## config.mk

```make
export PLATFORM = sky130hd
export DESIGN_NAME = clk_rst_sequencer
export DESIGN_NICKNAME = d
export VERILOG_FILES = /design/src/rtl/clk_rst_pkg.sv /design/src/rtl/sync_2ff.sv /design/src/rtl/clk_rst_sequencer.sv
export SDC_FILE = /design/constraint.sdc
export NUM_CORES = 1
export LEC_CHECK = 0
export ABC_AREA = 0
export CORE_AREA = 3 3 77 79
export DETAILED_ROUTE_END_ITERATION = 6
export DIE_AREA = 0 0 80 82
export PLACE_DENSITY = 0.61
export SLEW_MARGIN = 20
export SYNTH_ARGS = -nofsm -noshare
export SYNTH_HDL_FRONTEND = slang
export SYNTH_SLANG_ARGS = --single-unit
```

## constraint.sdc

```tcl
create_clock -name clk -period 3.59 [get_ports clk]
set_input_delay 0.718 -clock clk [delete_from_list [all_inputs] [get_ports clk]]
set_output_delay 0.718 -clock clk [all_outputs]
set_load 0.005 [all_outputs]
```

## src/rtl/clk_rst_pkg.sv

```systemverilog
// Shared types and default parameters for the clock/reset sequencer.
package clk_rst_pkg;

  typedef enum logic [2:0] {
    WAIT_LOCK = 3'd0,
    DEBOUNCE  = 3'd1,
    RELEASE   = 3'd2,
    RUN       = 3'd3,
    RETRY     = 3'd4
  } state_t;

  localparam int DEF_N_STAGES        = 3;
  localparam int DEF_DEBOUNCE_CYCLES = 1024;
  localparam int DEF_STAGE_GAP       = 16;
  localparam int DEF_LOCK_TIMEOUT    = 1048576;
  localparam int DEF_RETRY_PULSE     = 8;
  localparam int DEF_CNT_W           = 8;

  // Largest of four values; used to size the shared interval timer.
  function automatic int max4(input int a, input int b, input int c, input int d);
    int m;
    m = a;
    if (b > m) m = b;
    if (c > m) m = c;
    if (d > m) m = d;
    return m;
  endfunction

endpackage

```

## src/rtl/sync_2ff.sv

```systemverilog
// Single-bit two-flop synchronizer for an asynchronous level input.
module sync_2ff (
  input  logic clk,
  input  logic rst,
  input  logic i_d,
  output logic o_q
);

  (* ASYNC_REG = "TRUE" *) logic r_meta;
  (* ASYNC_REG = "TRUE" *) logic r_sync;

  // Two back-to-back flops; both clear to 0 so lock reads as absent in reset.
  always_ff @(posedge clk or posedge rst) begin
    if (rst) begin
      r_meta <= 1'b0;
      r_sync <= 1'b0;
    end else begin
      r_meta <= i_d;
      r_sync <= r_meta;
    end
  end

  assign o_q = r_sync;

endmodule

```

## src/rtl/clk_rst_sequencer.sv

```systemverilog
// Lock-qualified staged reset release with timeout retry and status counters.
//
// state     | meaning
// ----------+-----------------------------------------------------------
// WAIT_LOCK | all stages held in reset, timing out towards a retry
// DEBOUNCE  | lock seen, counting consecutive locked cycles
// RELEASE   | stages dropping one by one, STAGE_GAP apart
// RUN       | all stages released, ready high
// RETRY     | pulsing mmcm_rst_req, lock ignored
module clk_rst_sequencer
  import clk_rst_pkg::*;
#(
  parameter int N_STAGES        = DEF_N_STAGES,
  parameter int DEBOUNCE_CYCLES = DEF_DEBOUNCE_CYCLES,
  parameter int STAGE_GAP       = DEF_STAGE_GAP,
  parameter int LOCK_TIMEOUT    = DEF_LOCK_TIMEOUT,
  parameter int RETRY_PULSE     = DEF_RETRY_PULSE,
  parameter int CNT_W           = DEF_CNT_W
) (
  input  logic                clk,
  input  logic                rst,
  input  logic                locked_in,
  output logic [N_STAGES-1:0] rst_stage,
  output logic                ready,
  output logic                mmcm_rst_req,
  output logic [CNT_W-1:0]    lock_loss_cnt,
  output logic [CNT_W-1:0]    retry_cnt
);

  // One timer serves every state; states are exclusive and each transition clears it.
  localparam int TMR_W = $clog2(max4(LOCK_TIMEOUT, DEBOUNCE_CYCLES, STAGE_GAP, RETRY_PULSE));

  localparam logic [TMR_W-1:0] TO_TC  = TMR_W'(LOCK_TIMEOUT - 1);
  localparam logic [TMR_W-1:0] DEB_TC = TMR_W'(DEBOUNCE_CYCLES - 1);
  localparam logic [TMR_W-1:0] GAP_TC = TMR_W'(STAGE_GAP - 1);
  localparam logic [TMR_W-1:0] PUL_TC = TMR_W'(RETRY_PULSE - 1);

  state_t              r_state, w_state_nx;
  logic [TMR_W-1:0]    r_tmr, w_tmr_nx;
  logic [N_STAGES-1:0] r_rst_stage, w_rst_stage_nx;
  logic                r_ready, w_ready_nx;
  logic                r_req, w_req_nx;
  logic [CNT_W-1:0]    r_loss, w_loss_nx;
  logic [CNT_W-1:0]    r_retry, w_retry_nx;
  logic                w_locked_s;
  logic                w_lock_lost;

  sync_2ff u_sync_lock (
    .clk (clk),
    .rst (rst),
    .i_d (locked_in),
    .o_q (w_locked_s)
  );

  assign w_lock_lost = !w_locked_s &&
                       ((r_state == DEBOUNCE) || (r_state == RELEASE) || (r_state == RUN));

  // Next-state and next-output decode; outputs are registered alongside the state.
  always_comb begin
    w_state_nx     = r_state;
    w_tmr_nx       = r_tmr;
    w_rst_stage_nx = r_rst_stage;
    w_ready_nx     = r_ready;
    w_req_nx       = r_req;
    w_loss_nx      = r_loss;
    w_retry_nx     = r_retry;

    if (w_lock_lost) begin
      w_state_nx     = WAIT_LOCK;
      w_tmr_nx       = '0;
      w_rst_stage_nx = '1;
      w_ready_nx     = 1'b0;
      if (r_loss != '1) w_loss_nx = r_loss + CNT_W'(1);
    end else begin
      case (r_state)
        WAIT_LOCK: begin
          // Lock takes priority over a coincident timeout.
          if (w_locked_s) begin
            w_state_nx = DEBOUNCE;
            w_tmr_nx   = '0;
          end else if (r_tmr == TO_TC) begin
            w_state_nx = RETRY;
            w_tmr_nx   = '0;
            w_req_nx   = 1'b1;
            if (r_retry != '1) w_retry_nx = r_retry + CNT_W'(1);
          end else begin
            w_tmr_nx = r_tmr + TMR_W'(1);
          end
        end
        DEBOUNCE: begin
          if (r_tmr == DEB_TC) begin
            w_state_nx     = RELEASE;
            w_tmr_nx       = '0;
            w_rst_stage_nx = r_rst_stage << 1;
          end else begin
            w_tmr_nx = r_tmr + TMR_W'(1);
          end
        end
        RELEASE: begin
          // Shifting in zeros from bit 0 keeps the release order strictly ascending.
          if (r_tmr == GAP_TC) begin
            w_tmr_nx = '0;
            if (r_rst_stage == '0) begin
              w_state_nx = RUN;
              w_ready_nx = 1'b1;
            end else begin
              w_rst_stage_nx = r_rst_stage << 1;
            end
          end else begin
            w_tmr_nx = r_tmr + TMR_W'(1);
          end
        end
        RUN: begin
          w_tmr_nx = '0;
        end
        RETRY: begin
          if (r_tmr == PUL_TC) begin
            w_state_nx = WAIT_LOCK;
            w_tmr_nx   = '0;
            w_req_nx   = 1'b0;
          end else begin
            w_tmr_nx = r_tmr + TMR_W'(1);
          end
        end
        default: begin
          w_state_nx     = WAIT_LOCK;
          w_tmr_nx       = '0;
          w_rst_stage_nx = '1;
          w_ready_nx     = 1'b0;
          w_req_nx       = 1'b0;
        end
      endcase
    end
  end

  // State, timer, outputs and status counters; rst returns everything to idle.
  always_ff @(posedge clk or posedge rst) begin
    if (rst) begin
      r_state     <= WAIT_LOCK;
      r_tmr       <= '0;
      r_rst_stage <= '1;
      r_ready     <= 1'b0;
      r_req       <= 1'b0;
      r_loss      <= '0;
      r_retry     <= '0;
    end else begin
      r_state     <= w_state_nx;
      r_tmr       <= w_tmr_nx;
      r_rst_stage <= w_rst_stage_nx;
      r_ready     <= w_ready_nx;
      r_req       <= w_req_nx;
      r_loss      <= w_loss_nx;
      r_retry     <= w_retry_nx;
    end
  end

  assign rst_stage     = r_rst_stage;
  assign ready         = r_ready;
  assign mmcm_rst_req  = r_req;
  assign lock_loss_cnt = r_loss;
  assign retry_cnt     = r_retry;

endmodule

```

After elaboration in Yosys (flattened, before gate mapping)

Index checks and enable logic that the tools add are counted.

Bits in registers: 46
Bits of input ports: 3
Output and inout bits: 21

$add $sub $neg: 3
Equality and inequality tests: 22
Muxes and demuxes: 28
Bitwise operators: 3
Reductions and logical operators: 15

Operators with widths:

| kind                  | count |
|---|---|
| $mux 20               | 6 |
| $pmux 20 s4           | 1 |
| $mux 3                | 11 |
| $add 20x1->20 const B | 1 |
| $eq 20x10->1 const B  | 1 |
| $eq 20x20->1 const B  | 1 |
| $eq 20x3->1 const B   | 1 |
| $eq 20x4->1 const B   | 1 |
| $add 8x1->8 const B   | 2 |
| $ne 8x8->1 const B    | 2 |
| $pmux 3 s5            | 1 |
| $reduce_and 5->1      | 2 |
| $ne 3x2->1 const B    | 3 |
| $pmux 3 s3            | 1 |
| $ne 2x2->1 const B    | 4 |
| $eq 3x2->1 const B    | 2 |
| $logic_not 3->1       | 2 |
| $mux 1                | 6 |
| $ne 3x3->1 const B    | 2 |
| $reduce_and 6->1      | 1 |
| $reduce_or 3->1       | 2 |
| $ne 2x1->1 const B    | 2 |
| $ne 4x3->1 const B    | 1 |
| $reduce_and 4->1      | 1 |
| other kinds (11)      | 14 |

Longest topological paths before layout

Gate-level depths: netlist of run 1.

Word-level depth: 6
Mapped depth: 8
Gate-level depth less buffers: 6

Cells and area by module

A second synthesis of run 1 with hierarchy kept.

Cell total of the unflattened synthesis: 236
Area total of the unflattened synthesis: 2406.1 µm²

Modules (own cells, without submodules):

| module            | instances | cells an instance | area an instance (µm²) |
|---|---|---|---|
| clk_rst_sequencer | 1         | 233               | 2352.3 |
| sync_2ff          | 1         | 3                 | 53.8 |

Least setup slack after synthesis of run 1

Ideal clock, no wire load.

Path kind: register -> register
Start point: register r_tmr[0]
End point: register r_tmr[12]
Setup time: 0.119 ns
Arrival: 1.887 ns
Required time: 3.471 ns
Setup slack: 1.585 ns
Stages on the path, launching flop included: 9
Path buffers: 2
Period minus slack after synthesis: 2.005 ns
Cells stage by stage: dfrtp_1 ha_1 nand3_2 or3_4 o211ai_2 a41o_1 buf_6 buf_6 nor2_1

Longest elaborated chain between the ends: 5

RTL lines:

| what                                                 | line                     | text |
|---|---|---|
| from (decl)                                          | clk_rst_sequencer.sv:39  | `logic [TMR_W-1:0] r_tmr, w_tmr_nx;` |
| from (signal assigned)                               | clk_rst_sequencer.sv:148 | `r_tmr <= w_tmr_nx;` |
| $add 20x1->20 / $eq 20x20->1 (equally long branches) | --                       |  |
| $mux 20                                              | clk_rst_sequencer.sv:81  | `end else if (r_tmr == TO_TC) begin` |
| $mux 20                                              | clk_rst_sequencer.sv:78  | `if (w_locked_s) begin` |
| $pmux 20 s4 (*)                                      | clk_rst_sequencer.sv:75  | `case (r_state)` |
| $mux 20 (*)                                          | clk_rst_sequencer.sv:68  | `if (w_lock_lost) begin` |
| via w_tmr_nx[12]                                     | clk_rst_sequencer.sv:39  |  |

Mark *: on every way through the listed nets, which the timed path passes. The rest lies on a longest branch.
A chain may end at the register's enable or synchronous reset.

Worst setup path in the final report of run 1

Start point: register r_tmr[0]
End point: register r_tmr[9]

The elaborated chain is that of the path after synthesis.

==> out/qor.csv, run 1 <==
stage,metric,value,unit
cts,cts.sinks,46,
setup_path,cp_top_family,simple AND/OR/NAND/NOR gates,
timing,slew_violations,0,
cts,post_cts_buffers,0,
pwr,power_per_cell_area,545.3,mW/mm^2
run,drv_cap,0,
placement,gp_congestion,0.8949,
die,dieArea,0.006560,mm^2
logic_synthesis,async_reset_ff_frac,1.000,
setup_path,critical_path.cell_chain,"ha_1, nand3_2, nor4_2, a21o_1, a41o_1, nor2_1",
logic_synthesis,synth_fp_nets,237,
global_route,grt_pass1_vias,1752,
outcome,status,finished clean,
global_route,grt_util_all_layers,0.1607,
timing,rsz0062_at_grt,no,
timing,fmax,392.4,MHz
setup_path,max_stage_delay,0.61,ns
logic_synthesis,synth-edff-count,0,
setup_path,worstSetupStartpointType,flip-flop,
finish,finalNonFillerCells,329,
setup_path,crit_buf_inv,0,
finish,area_growth,16.73,%
placement,dpl.cell_count,321,
timing,setup_tns,0,ns
die,die_height,82,um
detailed_routing,viasPerCell,5.413,
timing,finClkSkew,0.005967,ns
cts,cts_htree_levels,2,
logic_synthesis,syn_area_per_cell,10.13,um^2
die,coreArea,0.005405,mm^2
cts,path_clk_slew,0.08,ns
placement,dp_hpwl,3.230,mm
global_route,grt_max_degree,47,
setup_path,end_kind,flip-flop,
cts,clockBufferDepth,2,
cts,cts_resized,0,
finish,diodes,0,
worst_hold_path,hold_class,reg2reg,
timing,period_minus_slack,2.548,ns
detailed_routing,routedWlPerCell,14.03,um
logic_synthesis,yosys_warnings,0,
timing,max_slew_margin,0.3773,
detailed_routing,ant_nets,0,
die,rows,27,
logic_synthesis,synth_top_cell_by_area,dfrtp_1,
logic_synthesis,synth_top_area_frac,0.4596,
die,io_pins,24,
pwr,ir_drop,0.0002882,V
die,start_util,0.4331,
setup_path,crit_fanout,19,
finish,fin_util,0.5056,
cts,worstSkewPairLatency,0.30,ns
timing,setup_viol,0,
cts,cts_root_buf,clkbuf_8,
logic_synthesis,ys.flop_type,dfrtp_1,
logic_synthesis,synth_seq_area_share,0.4933,
global_route,grt_pass1_wl,8.197,mm
logic_synthesis,synth_seq_cells,46,
logic_synthesis,netlist_area,0.002341,mm^2
setup_path,worstPathArrival,2.70,ns
logic_synthesis,yosys.cell_count.top_type,dfrtp_1,
global_route,antenna_found_initial,0,
logic_synthesis,synth_top_cells_by_area,"dfrtp_1 46%, xor2_1 6.4%, xnor2_1 5.2%",
setup_path,path_class,reg2reg,
setup_path,crit_required,3.74,ns
finish,nNetsFinal,262,
logic_synthesis,synthDistinctLibCells,45,
logic_synthesis,netlist_top_cells_count,"43 x dfrtp_1, 32 x nor2_1, 19 x nand4_1, 17 x xor2_1, 15 x nand2_1",
cts,numCtsBuffers,5,
detailed_routing,drcViolationCount,0,
cts,cts_tree,built,
placement,portBuffers,23,
finish,drive_gt1_frac,0.08171,
cts,ctsHoldBuffers,0,
timing,hold_viol_final,0,
detailed_routing,first_pass_iters,4,
die,die_w,80,um
detailed_routing,num_vias,1781,
timing,tightest_slew,0.9327,ns
setup_path,crit_slowest_cell,a41o_1,
timing,fin_crit_sh,0.7098,
timing,hold_ws,0.3548,ns
logic_synthesis,syn-instance-count,231,
pwr,p_leak,1.131,nW
detailed_routing,drt_iter0_drc,183,
finish,nFillCells,511,
global_route,overflow,0,
detailed_routing,routed_wl,4.616,mm
==> per-stage QoR <==
stage	worst slack, ns	instance area (um^2)	total power, mW
finish	1.042	2733	1.490
CTS	1.025	2733	1.509
global route	0.7922	2733	1.598
floorplan	1.585	2341	1.001
global placement	1.067	2626	1.130
detailed placement	1.031	2626	1.127
==> worst reg2reg max path: stages (launching register included) <==
cell and delay, ns:
dfrtp_1 0.40, ha_1 0.24, nand3_2 0.21, nor4_2 0.58, a21o_1 0.21, a41o_1 0.61
nor2_1 0.15
==> cells by family (layout without fill, tap and decap cells) <==
logic type / count (synthesis) / after routing / synth area share
and+or+nand+nor: 113 / 113 / 0.2512
DFF: 46 / 46 / 0.4933
xor gates and xnor gates: 31 / 31 / 0.1160
AOI/OAI and AO/OA: 25 / 25 / 0.08659
buffers and inverters: 10 / 36 / 0.02298
adders and majority gates: 4 / 4 / 0.02031
muxes: 2 / 2 / 0.009620
==> final cells by class <==
cell class                 count  area (um^2)  area share
tap                           72        90.09     0.03297
clock buffer                   7        76.32     0.02793
clock inverter                 1        30.03     0.01099
timing repair buffer          23        230.2     0.08425
inverter                       5        18.77    0.006868
multi-input combinational    175         1132      0.4144
sequential                    46         1155      0.4226
==> placed cells by master (no fill, tap or decap), drive strengths merged, types with 3 or more instances in the layout <==
cell type,instances
xor2,17
nor4,6
o221a,3
nand2b,5
nor3,6
dfrtp,43
clkbuf,7
and3,6
nand3,14
clkdlybuf4s50,23
inv,5
nor2,32
nand2,15
a21oi,3
nand4,19
o21ai,5
ha,3
xnor2,14
dfstp,3
==> flip-flops by register name (all words and copies together), names as in the netlist <==
signal,flops
r_tmr,20
mmcm_rst_req,1
r_state,3
ready,1
rst_stage,3
retry_cnt,8
lock_loss_cnt,8
u_sync_lock.r_meta,1
u_sync_lock.o_q,1
==> routing by layer <==
metal / track usage / share of wire
met4: 0.06419 / 0.016
met2: 0.2409 / 0.44
met1: 0.2228 / 0.50
met3: 0.04057 / 0.045
met5: 0 / 0
==> final timing paths <==
check	start	endpoint	slack, ns	cells past startpoint
worst max-delay path	r_tmr[0]	r_tmr[9]	1.04	6
worst min-delay path	u_sync_lock.r_meta	u_sync_lock.o_q	0.35	0
worst max register to register	r_tmr[0]	r_tmr[9]	1.04	6
worst min register to register	u_sync_lock.r_meta	u_sync_lock.o_q	0.35	0
max in group asynchronous	rst	r_tmr[11]	2.06	2
min in group asynchronous	rst	lock_loss_cnt[1]	0.94	2
==> report_power, final <==
| part | switching (mW) | internal, mW |
|---|---|---|
| combinational | 0.222 | 0.206 |
| sequential | 0.0943 | 0.595 |
| clock | 0.165 | 0.208 |
Note: power is estimated with default switching activity, not from simulation.
==> inputs of run 2 (changes only) <==
==> constraint.sdc (replaced) <==
create_clock -name clk -period 2.5 [get_ports clk]
set_input_delay 0.5 -clock clk [delete_from_list [all_inputs] [get_ports clk]]
set_output_delay 0.5 -clock clk [all_outputs]
set_load 0.005 [all_outputs]
==> out/qor.csv, run 2 (synthesis results as in run 1) <==
stage,metric,value,unit
placement,gp_congestion,0.8158,
worst_hold_path,whs_path_depth,0,
cts,cts.sinks,46,
global_route,grt_pass1_vias,1746,
setup_path,crit_fanout,19,
finish,fin_util,0.5144,
cts,cts_htree_levels,2,
finish,nFillCells,515,
die,io_pins,24,
cts,path_clk_slew,0.08,ns
placement,dp_hpwl,3.315,mm
setup_path,worstSetupStartpointType,flip-flop,
die,die_height,82,um
detailed_routing,routedWlPerCell,13.78,um
detailed_routing,ant_nets,0,
timing,period_minus_slack,2.168,ns
pwr,power_per_cell_area,766.9,mW/mm^2
global_route,grt_util_all_layers,0.1615,
setup_path,reg2reg_depth,7,
timing,finClkSkew,0.005432,ns
cts,cts_resized,0,
placement,postPlaceCellArea,0.002689,mm^2
setup_path,worstPathArrival,2.35,ns
worst_hold_path,hold_end,u_sync_lock.o_q,
cts,ctsHoldBuffers,0,
timing,fin_crit_sh,0.8671,
cts,worstSkewPairLatency,0.29,ns
worst_hold_path,hold_class,reg2reg,
timing,rsz0062_at_grt,no,
timing,setup_tns,0,ns
die,die_w,80,um
finish,nNetsFinal,267,
die,start_util,0.4331,
finish,final_cell_area,0.002780,mm^2
placement,pre_cts_slack,0.3509,ns
global_route,grt_max_degree,25,
timing,setup_viol,0,
finish,area.sequential,0.001155,mm^2
finish,drive_gt1_frac,0.1031,
global_route,grt_pass1_wl,8.190,mm
finish,multiInputGateArea,0.001132,mm^2
detailed_routing,viasPerCell,5.386,
cts,cts_tree,built,
timing,finalWorstSetupSlack,0.3322,ns
global_route,antenna_found_initial,0,
timing,slew_violations,0,
finish,area_growth,18.76,%
finish,regMostFlops,r_tmr,
timing,hold_viol_final,0,
pwr,ir_drop,0.0004790,V
detailed_routing,drt_iter0_drc,155,
die,dieArea,0.006560,mm^2
detailed_routing,drcViolationCount,0,
pwr,p_leak,1.160,nW
setup_path,critPathLaunch,r_tmr[0],
cts,cts_root_buf,clkbuf_8,
setup_path,end_kind,flip-flop,
setup_path,reg2reg_to,r_tmr[9],
setup_path,path_class,reg2reg,
timing,tightest_slew,0.5795,ns
timing,max_slew_margin,0.6107,
outcome,status,finished clean,
timing,fmax,461.3,MHz
die,coreArea,0.005405,mm^2
die,rows,27,
placement,portBuffers,23,
cts,numCtsBuffers,5,
detailed_routing,num_vias,1799,
global_route,overflow,0,
cts,clockBufferDepth,2,
detailed_routing,first_pass_iters,4,
finish,final_common_cell,dfrtp_1,
detailed_routing,routed_wl,4.601,mm
finish,largest_reg_flops,20,
setup_path,r2r_slack,0.33,ns
run,drv_cap,0,
finish,diodes,0,
setup_path,crit_required,2.68,ns
finish,final_cell_mix,"43 x dfrtp_1, 32 x nor2_1, 23 x clkdlybuf4s50_1",
setup_path,reg2reg_from,r_tmr[0],
worst_hold_path,hp-start,u_sync_lock.r_meta,
cts,post_cts_buffers,0,
[run 2: routing by layer]
layer / GRT usage / part of all wire
met1: 0.2261 / 0.51
met2: 0.2425 / 0.43
met3: 0.03618 / 0.048
met4: 0.06588 / 0.015
met5: 0 / 0
[run 2: area by class of cell]
cell class / instances / share of cell area
clock buffers: 7 / 0.03105
clock inverters: 1 / 0.001800
inverters: 5 / 0.006751
multi-input cells: 175 / 0.4073
flip-flops and latches: 46 / 0.4154
well taps: 72 / 0.03240
repair buffers: 28 / 0.1053
[run 2: power by group]
group	internal (mW)	switching [mW]	total [mW]
Sequential	0.854	0.136	0.990
Clock	0.223	0.236	0.459
Combinational	0.353	0.330	0.683
[run 2: how the worst max path moves through the flow]
stage                         endpoint  cells after the start
after floorplan              r_tmr[12]                      8
after global placement    retry_cnt[1]                      5
after detailed placement      r_tmr[9]                      7
after CTS                     r_tmr[9]                      7
after global routing          r_tmr[9]                      7
final                         r_tmr[9]                      7
[run 2: critical path, stage by stage, from the launching register on]
cell	delay, ns
dfrtp_1	0.39
ha_1	0.23
nand3_2	0.21
or3_4	0.46
o211ai_2	0.28
a41o_1	0.27
buf_12	0.16
nor2_1	0.06
[run 2: through the flow]
stage	hold WS, ns	cells	total power [mW]
global route	0.3738	334	2.296
floorplan	0.3312	231	1.437
CTS	0.3609	334	2.165
detailed placement	0.3411	326	1.692
finish	0.3552	334	2.132
global placement	0.3321	326	1.690
==> RTL edit, RTL diff (flow settings as in run 2) <==
The 5 states of `state_t` get a one-hot encoding in 5 bits.
--- a/src/rtl/clk_rst_pkg.sv
+++ b/src/rtl/clk_rst_pkg.sv
@@ -3,8 +3,8 @@
 
-  typedef enum logic [2:0] {
-    WAIT_LOCK = 3'd0,
-    DEBOUNCE  = 3'd1,
-    RELEASE   = 3'd2,
-    RUN       = 3'd3,
-    RETRY     = 3'd4
+  typedef enum logic [4:0] {
+    WAIT_LOCK = 5'b00001,
+    DEBOUNCE  = 5'b00010,
+    RELEASE   = 5'b00100,
+    RUN       = 5'b01000,
+    RETRY     = 5'b10000
   } state_t;
Behaviour: no difference found for any inputs over 10 cycles, from zero or initial values and one cycle with rst high; not proved beyond that.
==> RTL edit against run 2 <==
  * Synthesized area is 11% higher
  * Non-clock buffer count up 3
  * First-iteration DRC count shrank 14%
  * Total power decreased by 1.2%
  * Cell area grew 9.4%
  * Sequential power down 3.8%
  * Worst setup slack worse by 0.021 ns
  * Maximum frequency shrank 0.94%
  * Routed wire length increased by 15%
  * Sequential cell count up 2
  * Utilization grew 4.8 points
==> RTL edit: results (changes against run 2) <==
[outcome]
outcome = finished, final reports clean

[synth]
syn_nets = 258  ; +8.9%
synth.top_cells.by_area = dfrtp_1, xnor2_1, a211oi_1
synthTopCellsByCount = dfrtp_1, xnor2_1, a211oi_1, nor2_1, nand3_1
ys_types = 49  ; +8.9%
synth_area_per_cell_um2 = 10.3  ; +1.6%

[cells_and_area]
inv_count = 7  ; +2
buffers = 31  ; +11%
drive_gt1_frac = 0.118  ; +0.0148
final_cells = 352  ; +5.4%
sequential_cell_area_um2 = 1210  ; +4.4%
clkCellAreaFrac = 0.0378  ; +0.00499
nFillCells = 494  ; -4.1%
layout.nonclk_buf_frac = 0.0954  ; -0.00988
fin_nets = 285  ; +6.7%
seq_share = 0.397  ; -0.0188

[power_and_ir_drop]
switchingPower_uw = 695  ; -1.1%
ir_worst_vdd_uv = 493  ; +3.0%
seqPwrFrac = 0.452  ; -0.012
power_leakage_nw = 1.24  ; +7.1%
powerComb_uw = 580  ; -15%

[global_routing]
grt_pass1_vias = 1929  ; +10%
grt_pass1_wl_um = 9230  ; +13%
grt_max_degree = 49  ; +96%

[timing]
tightestPinTransition_ns = 0.605  ; +0.0252 ns
skew_ns = 0.00804  ; +0.00261 ns
whs_ns = 0.360  ; +0.00464 ns
fin_crit_ns = 2.19  ; +0.0205 ns

[detailed_routing]
drt_iter0_drc = 133  ; -14%

[placement]
dp_hpwl_um = 3570  ; +7.6%
dp_cells = 344  ; +5.5%
place_area_um2 = 2930  ; +8.8%

[critical_path]
r2r_slack_ns = 0.31  ; -0.02 ns
slowest_stage = or4_4
r2r_cells = 6  ; -1
r2r_end = r_tmr[13]$_DFF_PP0_

-- RTL edit: cell types whose count changed in the layout (fill, tap and decap cells not counted), moves of 3 or more --
cell      before  now
nor2_1        32   17
and3_1         6    9
buf_4          3    8
o221a_2        3    0
xor2_1        17   10
xnor2_1       14   23
nand4_1       19   12
a211oi_1       0   19
and4_1         1    6
-- RTL edit: logic make-up after synthesis --
group	count (synthesis)	synth area share
AO/OA/AOI/OAI	42	0.120
AND/OR/NAND/NOR	104	0.244
buffers and inverters	18	0.0289
flip-flops	48	0.465
XOR/XNOR	33	0.111
adder cells (fa/ha/maj)	3	0.0145
multiplexers	4	0.0164
-- RTL edit: metal layers --
metal	wire length (µm)	share of wire	vias to the layer above	track usage
li1	-	-	984	-
met1	2590	0.49	966	0.246
met2	2520	0.48	30	0.286
met3	151	0.029	2	0.0417
met4	16	0.0030	0	0.0490
met5	0	0	-	0
